`src/rtl/uart_pkg.sv`:
```
// Shared types and constants for the UART transmit path: FSM state encoding,
// default frame shape and the baud divider terminal count.
package uart_pkg;

  typedef enum logic [2:0] {
    IDLE   = 3'd0,
    SYNC   = 3'd1,
    START  = 3'd2,
    DATA   = 3'd3,
    PARITY = 3'd4,
    STOP   = 3'd5
  } uart_state_e;

  localparam int DEF_DATA_BITS = 8;
  localparam int DEF_STOP_BITS = 1;

  // Terminal count of the existing baud divider (one tick every 651 clk).
  localparam int DIV_TC = 650;

endpackage

```
`src/rtl/uart_tx.sv`:
```
// UART transmit engine: serialises one captured word LSB-first as start, data,
// optional parity and stop bits, advancing one bit per external baud tick.
module uart_tx
  import uart_pkg::*;
#(
  parameter int DATA_BITS  = DEF_DATA_BITS,
  parameter int PARITY_EN  = 0,
  parameter int PARITY_ODD = 0,
  parameter int STOP_BITS  = DEF_STOP_BITS
) (
  input  logic                 clk,
  input  logic                 reset,
  input  logic                 i_tick,
  input  logic                 i_start,
  input  logic [DATA_BITS-1:0] i_data,
  output logic                 o_tx,
  output logic                 o_busy,
  output logic                 o_done,
  output uart_state_e          o_dbg_state
);

  localparam int IDX_W = $clog2(DATA_BITS);

  uart_state_e          state_q, state_d;
  logic [DATA_BITS-1:0] shift_q, shift_d;
  logic [IDX_W-1:0]     idx_q, idx_d;
  logic                 stop_q, stop_d;
  logic                 par_q, par_d;
  logic                 tx_q, tx_d;
  logic                 done_q, done_d;
  logic                 last_stop;

  assign last_stop = (stop_q == 1'(STOP_BITS - 1));

  always_ff @(posedge clk or negedge reset) begin
    if (!reset) begin
      state_q <= IDLE;
      shift_q <= '0;
      idx_q   <= '0;
      stop_q  <= 1'b0;
      par_q   <= 1'b0;
      tx_q    <= 1'b1;
      done_q  <= 1'b0;
    end else begin
      state_q <= state_d;
      shift_q <= shift_d;
      idx_q   <= idx_d;
      stop_q  <= stop_d;
      par_q   <= par_d;
      tx_q    <= tx_d;
      done_q  <= done_d;
    end
  end

  // Handshake: i_start is a level request sampled every clk; it is accepted
  // only in IDLE (o_busy low), where i_data is captured in that same cycle.
  always_comb begin
    state_d = state_q;
    shift_d = shift_q;
    idx_d   = idx_q;
    stop_d  = stop_q;
    par_d   = par_q;
    unique case (state_q)
      IDLE: begin
        if (i_start) begin
          shift_d = i_data;
          par_d   = (^i_data) ^ 1'(PARITY_ODD);
          state_d = SYNC;
        end
      end
      SYNC: begin
        if (i_tick) state_d = START;
      end
      START: begin
        if (i_tick) begin
          idx_d   = '0;
          state_d = DATA;
        end
      end
      DATA: begin
        if (i_tick) begin
          shift_d = shift_q >> 1;
          if (idx_q == IDX_W'(DATA_BITS - 1)) begin
            if (PARITY_EN != 0) begin
              state_d = PARITY;
            end else begin
              stop_d  = 1'b0;
              state_d = STOP;
            end
          end else begin
            idx_d = idx_q + IDX_W'(1);
          end
        end
      end
      PARITY: begin
        if (i_tick) begin
          stop_d  = 1'b0;
          state_d = STOP;
        end
      end
      STOP: begin
        if (i_tick) begin
          if (last_stop) state_d = IDLE;
          else           stop_d  = 1'b1;
        end
      end
      default: state_d = IDLE;
    endcase
  end

  // Line value is derived from the next state so o_tx moves with the tick edge.
  always_comb begin
    tx_d   = 1'b1;
    done_d = (state_q == STOP) && i_tick && last_stop;
    unique case (state_d)
      START:   tx_d = 1'b0;
      DATA:    tx_d = shift_d[0];
      PARITY:  tx_d = par_d;
      default: tx_d = 1'b1;
    endcase
  end

  assign o_tx        = tx_q;
  assign o_done      = done_q;
  assign o_busy      = (state_q != IDLE);
  assign o_dbg_state = state_q;

endmodule
```
`config.mk`:
```
export PLATFORM = sky130hd
export DESIGN_NAME = uart_tx
export DESIGN_NICKNAME = d
export VERILOG_FILES = /design/src/rtl/uart_pkg.sv /design/src/rtl/uart_tx.sv
export SDC_FILE = /design/constraint.sdc
export NUM_CORES = 1
export LEC_CHECK = 0
export CORE_MARGIN = 2
export CORE_UTILIZATION = 50
export CTS_CLUSTER_DIAMETER = 100
export DETAILED_ROUTE_END_ITERATION = 12
export PLACE_DENSITY = 0.77
export SKIP_LAST_GASP = 1
export SLEW_MARGIN = 20
export SYNTH_ARGS = -nofsm -noshare
export SYNTH_HDL_FRONTEND = slang
export SYNTH_SLANG_ARGS = --single-unit
```
`constraint.sdc`:
```
create_clock -name clk -period 2.19 [get_ports clk]
set_clock_uncertainty 0.1 [all_clocks]
set_input_delay 0.438 -clock clk [delete_from_list [all_inputs] [get_ports clk]]
set_output_delay 0.438 -clock clk [all_outputs]
set_load 0.01 [all_outputs]
```
# Word level (Yosys, flattened, before mapping)
# Cells that the tools add are included.
[word_totals]
output_inout_bits = 6
reg_bits = 18
elab_cells = 62
[classes]
mux = 25
addsub = 1
n_reduce_logical = 11
bitwise = 1
eq_ne = 16
[op_table]
columns = ["cell", "count"]
rows = [
  ["3-bit 2-to-1 mux", 11],
  ["3-bit case mux with 6 select lines", 1],
  ["8-bit 2-to-1 mux", 2],
  ["8-bit case mux with 2 select lines", 1],
  ["2-bit != test, second input constant", 7],
  ["3-bit by 2-bit equality test with 1-bit output, second input constant", 4],
  ["3-bit equality test, second input constant", 4],
  ["8-bit XOR reduction", 1],
  ["1-bit 2-to-1 mux", 7],
  ["1-bit case mux with 3 select lines", 2],
  ["3-bit case mux with 2 select lines", 1],
  ["3-bit nonzero test", 2],
  ["5-bit AND reduction", 1],
  ["4-bit AND reduction", 1],
  ["2-bit nonzero test", 2],
  ["3-bit by 1-bit adder with 3-bit output, second input constant", 1],
  ["3-bit by 1-bit equality test with 1-bit output, second input constant", 1],
  ["3-bit zero test", 1],
  ["3-bit AND reduction", 1],
  ["1-bit logical AND", 2],
  ["1-bit NOT", 1],
]

# Longest topological paths before layout
# Gate-level depths: netlist of the first run.
[depth]
ltp_word = 6
ltp_mapped = 6
ltp_nobuf = 6

# Worst setup path after synthesis of the first run
# OpenSTA, ideal clock, no wires.
[synth_timing]
path_kind = "register to register"
startpoint = "register idx_q[0]"
endpoint = "register tx_q (netlist: o_tx)"
path_stages_with_launch = 7
setup_slack_ns = 0.393
t_arrival_ns = 1.613
required_ns = 2.007
n_path_buf = 0
path_cell_list = "dfrtp_1 ha_1 ha_1 and3_4 a211oi_2 o2111ai_1 a221o_1"
[synth_between]
elab_chain_cells = 6
elab_cells_between_ends = 8
classes_between = "eq/ne (4); mux (4)"
[synth_rtl]
columns = ["item", "line_no", "rtl"]
rows = [
  ["start: declaration", "uart_tx.sv:26", "logic [IDX_W-1:0] idx_q, idx_d;"],
  ["start signal: assignment", "uart_tx.sv:47", "idx_q <= idx_d;"],
  ["3-bit equality test (*)", "uart_tx.sv:83", "if (idx_q == IDX_W'(DATA_BITS - 1)) begin"],
  ["3-bit 2-to-1 mux (*)", "uart_tx.sv:83", ""],
  ["3-bit 2-to-1 mux (*)", "uart_tx.sv:81", "if (i_tick) begin"],
  ["3-bit case mux with 6 select lines (*)", "uart_tx.sv:63", "unique case (state_q)"],
  ["via state_d[1]", "uart_tx.sv:24", "uart_state_e state_q, state_d;"],
  ["3-bit equality test / 3-bit by 2-bit equality test with 1-bit output (equally long branches)", "uart_tx.sv:115", "unique case (state_d)"],
  ["1-bit case mux with 3 select lines (*)", "uart_tx.sv:115", ""],
  ["via tx_d", "uart_tx.sv:29", "logic tx_q, tx_d;"],
  ["end signal: assignment", "uart_tx.sv:50", "tx_q <= tx_d;"],
  ["end: declaration", "uart_tx.sv:29", ""],
]
# Mark *: on every way through the listed nets, which the timed path passes. The rest lies on a longest branch.
# A chain may end at the register's enable or synchronous reset.

# Worst setup path in the final report of the first run
[layout_timing]
startpoint = "register state_q[0] (netlist: o_dbg_state[0])"
endpoint = "output port o_dbg_state[0]"
[layout_lines]
columns = ["item", "line_no", "rtl"]
rows = [
  ["start: declaration", "uart_tx.sv:24", ""],
  ["start signal: assignment", "uart_tx.sv:45", "state_q <= state_d;"],
  ["end: declaration", "uart_tx.sv:19", "output uart_state_e o_dbg_state"],
]
# No word-level cell between the ends.

==> results of run 1 <==
kinds of logic (layout without fill, tap and decap cells):
group / count (synthesis) / in the layout / share of synthesized area [%]
multiplexers: 1 / 1 / 1.15
XOR/XNOR: 7 / 7 / 6.28
AND/OR/NAND/NOR: 25 / 25 / 14.6
AO/OA/AOI/OAI: 33 / 33 / 24.4
buffers and inverters: 8 / 29 / 6.28
adder cells (fa/ha/maj): 3 / 3 / 3.59
flip-flops: 17 / 17 / 43.7
final timing paths:
kind | cells after the start | endpoint | start | slack [ns]
max | 2 | o_dbg_state[0] | o_dbg_state[0] | 0.25
min | 2 | o_dbg_state[1] | reset | 0.37
max reg2reg | 6 | o_tx | idx_q[0] | 0.28
min reg2reg | 2 | shift_q[1] | shift_q[1] | 0.39
max in group asynchronous | 2 | o_tx | reset | 1.38
min in group clk | 2 | shift_q[1] | shift_q[1] | 0.39
registers in the layout, summed over array words and instances (netlist names):
register	cells
o_done	1
o_tx	1
par_q	1
idx_q	3
shift_q	8
o_dbg_state	3
stage by stage:
| stage | utilization, % | total power, mW | worst slack, ns |
|---|---|---|---|
| after floorplan | - | 0.847 | 0.393 |
| after global placement | 65.5 | 0.961 | 0.118 |
| after detailed placement | 65.5 | 0.986 | 0.0907 |
| after CTS | 67.0 | 1.15 | 0.0176 |
| after global routing | 67.2 | 1.23 | 0.175 |
| final | 67.2 | 1.14 | 0.252 |
final cells by class:
type / count / share of cell area (%)
multi-input combinational: 69 / 40.8
sequential: 17 / 35.6
timing repair buffer: 23 / 18.2
tap: 25 / 2.61
clock buffer: 4 / 2.19
inverter: 2 / 0.627
per-layer routing:
metal / global-route usage, % / up-vias / wire length, µm
met5: 0 / - / 0
met1: 24.4 / 371 / 859
met4: 6.49 / 0 / 12
met3: 3.70 / 2 / 70
met2: 31.8 / 24 / 964
li1: - / 387 / -
timing repair:
action,4_1_cts,5_1_grt
hold endpoints to repair,0,0
gates resized for setup,0,1
endpoints found under the setup margin,0,1
hold buffers,0,0
layout by cell type, fill, tap and decap left out, types with 2 or more instances in the layout:
| cell type | instances |
|---|---|
| xnor2_1 | 7 |
| nor2_1 | 6 |
| dfrtp_1 | 16 |
| a22o_1 | 3 |
| ha_1 | 2 |
| a22o_2 | 3 |
| a22oi_1 | 6 |
| a21oi_1 | 5 |
| inv_1 | 2 |
| clkdlybuf4s50_1 | 16 |
| clkbuf_4 | 3 |
| o21ai_0 | 6 |
| buf_4 | 6 |
| nand2_1 | 8 |
| o21ai_1 | 2 |
critical path: stages, from the launching register on:
cell and delay [ns]:
dfrtp_1 0.36, buf_4 0.20, clkdlybuf4s50_1 0.56
power groups by stage:
stage	Clock, mW	Sequential [mW]	Combinational, mW
floorplan	0	0.482	0.365
global placement	0	0.472	0.489
detailed placement	0	0.478	0.508
CTS	0.170	0.471	0.510
global route	0.181	0.481	0.564
finish	0.167	0.471	0.506
==> metrics.cfg, run 1 <==
[setup_path]
cp-end-kind = output pin
required_ns = 1.65
cp-start-kind = register
crit_type = register to output pin
cp_max_fo = 14
arrival_ns = 1.40

[finish]
antenna_cells = 0
fillCellCount = 145
final_area_um2 = 1200
drive_gt1_share_pct = 20.0
synthToLayoutAreaGrowth_pct = 22.7
nNetsFinal = 130
multiInputGateArea_um2 = 488
final_cells = 140
register_area_um2 = 427

[floorplanning]
die_area_um2 = 2320
fp.coreArea_um2 = 1780
die_x_um = 48.2
io_pins = 18
start_util_pct = 54.7
die_h_um = 48.2
placementRows = 15

[drt]
drc_errors = 0
drt_iter0_drc = 23
firstDrtPassIters = 4
routedWlPerCell_um = 13.6
dr_total_vias = 784
drt_wl_total_mm = 1.91
ant_nets = 0
viasPerCell = 5.60

[sta]
grt_setup_unrepaired = false
hold_viol_final = 0
fin_hold_ws_ns = 0.366
fin_crit_sh_pct = 88.5
finalCriticalPeriod_ns = 1.94
finalSetupTns_ns = 0
tightestPinTransition_ns = 0.330
fmax_mhz = 516
slew_violations = 0
finalSetupViolCount = 0
slew-limit-headroom_pct = 78.0

[power]
combPwrFrac_pct = 44.2
cellPowerDensity_nw_per_um2 = 955
leakagePower_nw = 0.498
power_frac_seq_pct = 41.2
irDropWorstVdd_v = 0.000493
p_int_mw = 0.745
switchingPower_mw = 0.399
switching_share_pct = 34.9
p_clk_share_pct = 14.6

[synth]
async_reset_ff_share_pct = 100
ys_seq_elements = 17
synth_edf_count = 0
syn-cell-area_um2 = 976
yosysMostFrequentCell = dfrtp_1
synthCells = 94
synth_cell_types = 37
syn_avg_cell_area_um2 = 10.4
syn_nets = 108
synth-main-ff-cell = dfrtp_1
synth.largest_area_cell = dfrtp_1
synth_top_area_share_pct = 41.0
synthTopCellsByCount = 16 x dfrtp_1, 8 x nand2_1, 7 x xnor2_1
yosysSeqAreaShare_pct = 43.7
ys_warn_count = 0
synthTopCellsByArea = dfrtp_1 41%, xnor2_1 6.3%, a22oi_1 4.6%

[cts]
cts_htree_levels = 1
clk_latency_ns = 0.28
clock-sinks = 17
cts_buffers = 3
clkTransAtPathRegs_ns = 0.10
clockBufferDepth = 2
cts-root-buf = clkbuf_4
postCtsSetupBuffers = 0
cts_tree = yes

[placed_design]
hpwlAfterDp_mm = 1.39
place_congestion = 0.740
numPortBuffers = 17
dp_cells = 136
placed_area_um2 = 1170

[job]
cap_violations = 0

[grt]
grt_pass1_wl_mm = 2.99
grt_pass1_vias = 664
grt_overflow_total = 0
grt_max_degree = 18
antenna_found_initial = 0
grt_usage_pct = 19.0

[min_path]
hp-class = input pin to async pin

[status]
status = finished, final reports clean

(Power assumes the default switching activity.)
==> run 2, diff against run 1 <==
--- a/config.mk
+++ b/config.mk
@@ -9,6 +9,7 @@
 export CORE_UTILIZATION = 50
 export CTS_CLUSTER_DIAMETER = 100
 export DETAILED_ROUTE_END_ITERATION = 12
+export GPL_TIMING_DRIVEN = 0
 export PLACE_DENSITY = 0.77
 export SKIP_LAST_GASP = 1
 export SLEW_MARGIN = 20
==> constraint.sdc (replaced) <==
create_clock -name clk -period 2 [get_ports clk]
set_clock_uncertainty 0.1 [all_clocks]
set_input_delay 0.4 -clock clk [delete_from_list [all_inputs] [get_ports clk]]
set_output_delay 0.4 -clock clk [all_outputs]
set_load 0.01 [all_outputs]
==> run 2 against run 1 <==
Flip-flop and latch count did not move. Clock-buffer cell count did not move. Worst setup slack got worse by 0.19 ns. Via count rose by 3.1%. Core utilization rose by 3.1 points. Critical path depth rose by 1. Critical endpoint is now o_dbg_state[1]. Highest routed layer unchanged.
==> metrics.cfg, run 2 (same netlist as run 1, synthesis figures left out) <==
[finish]
regMostFlops = shift_q
drive_gt1_share_pct = 26.1
final_area_um2 = 1250
fillCellCount = 153
final_cells = 144
antenna_cells = 0
nNetsFinal = 134
mostFrequentLayoutCells = 15 x clkdlybuf4s50_1, 14 x dfrtp_1, 8 x nand2_1
final_core_util_pct = 70.2
largest_register_ffs = 8
synthToLayoutAreaGrowth_pct = 28.3
layout_commonest_cell = clkdlybuf4s50_1

[setup_path]
cp_max_fo = 6
crit_family = buffers and inverters
crit_slowest_cell = clkdlybuf4s50_1
cp-end-kind = output pin
cp-start-kind = register
path_cells = buf_4 > buf_4 > clkdlybuf4s50_1
cpPeakStageDelay_ns = 0.47
required_ns = 1.50
crit_path_frequent_cell = buf_4
arrival_ns = 1.44
path_buf_inv = 3
crit_type = register to output pin

[floorplanning]
start_util_pct = 54.7
die_area_um2 = 2320
io_pins = 18
die_x_um = 48.2
placementRows = 15
fp.coreArea_um2 = 1780
die_h_um = 48.2

[drt]
viasPerCell = 5.61
firstDrtPassIters = 4
dr_total_vias = 808
ant_nets = 0
met2_length_um = 944
drc_errors = 0
drt_iter0_drc = 17
routedWlPerCell_um = 13.6
drt_wl_total_mm = 1.95
dr.max_layer_used = met4
wl_met3_um = 81
wl_met1_um = 913

[placed_design]
hpwlAfterDp_mm = 1.37
numPortBuffers = 16
place_ws_ns = -0.0751
place_congestion = 0.794
placed_area_um2 = 1170
dp_cells = 135

[cts]
cts_tree = yes
clock-sinks = 17
clk_latency_ns = 0.28
clockBufferDepth = 2
cts-root-buf = clkbuf_4
cts_buffers = 3
cts_hold_buffers = 0
clkTransAtPathRegs_ns = 0.10
cts_htree_levels = 1

[min_path]
hp-class = input pin to register

[grt]
grt_overflow_total = 0
grt_pass1_wl_mm = 2.95
grt_usage_pct = 18.6
grt_max_degree = 18
grt_pass1_vias = 665
antenna_found_initial = 0

[sta]
worst_slack_ns = 0.0578
tightestPinTransition_ns = 0.732
hold_viol_final = 0
finalSetupViolCount = 0
fin_crit_sh_pct = 97.1
fin_hold_ws_ns = 0.379
finalCriticalPeriod_ns = 1.94
fmax_mhz = 515
finalSetupTns_ns = 0
slew_violations = 0
slew-limit-headroom_pct = 51.0

[power]
cellPowerDensity_nw_per_um2 = 1080
p_total_mw = 1.35
leakagePower_nw = 0.528
irDropWorstVdd_v = 0.000638

[job]
cap_violations = 0

[status]
status = finished, final reports clean

run 2: final cells by class:
type,count,area (µm²),share of cell area (%)
Multi-Input combinational cell,69,505,40.4
Sequential cell,17,429,34.3
Timing Repair Buffer,21,199,15.9
Buffer,6,53.8,4.30
Tap cell,25,31.3,2.50
Clock buffer,4,26.3,2.10
Inverter,2,7.51,0.599
run 2: per-layer routing:
layer,global-route usage (%),vias up
met1,25.6,395
met2,29.2,21
met4,6.49,0
li1,-,390
met5,0,-
met3,3.70,2
run 2: power breakdown:
| group | total [mW] | internal, mW | leakage [nW] | switching, mW |
|---|---|---|---|---|
| combinational | 0.649 | 0.351 | 0.297 | 0.298 |
| clock | 0.178 | 0.0772 | 0.0150 | 0.101 |
| sequential | 0.520 | 0.455 | 0.216 | 0.0653 |
run 2: worst register-to-register path, stage by stage (launching register included):
cell and delay (ns):
dfrtp_1 0.41, ha_1 0.21, ha_1 0.23, and3_4 0.22
a211oi_4 0.24, o2111ai_2 0.15, a221o_1 0.31
run 2: what timing repair did:
item,CTS,global route
gates resized for setup,6,4
pin swaps,0,1
setup buffers,2,3
setup endpoints to repair,1,2
run 2: path summary, 6_finish.rpt:
kind                       slack [ns]  cells after the start            from             end
max in group asynchronous        0.85                      1           reset  o_dbg_state[1]
min in group asynchronous        0.44                      1           reset          o_done
min                              0.38                      3          i_tick          o_done
max reg2reg                      0.08                      6        idx_q[0]            o_tx
min reg2reg                      0.40                      2      shift_q[1]      shift_q[1]
max                              0.06                      3  o_dbg_state[1]  o_dbg_state[1]
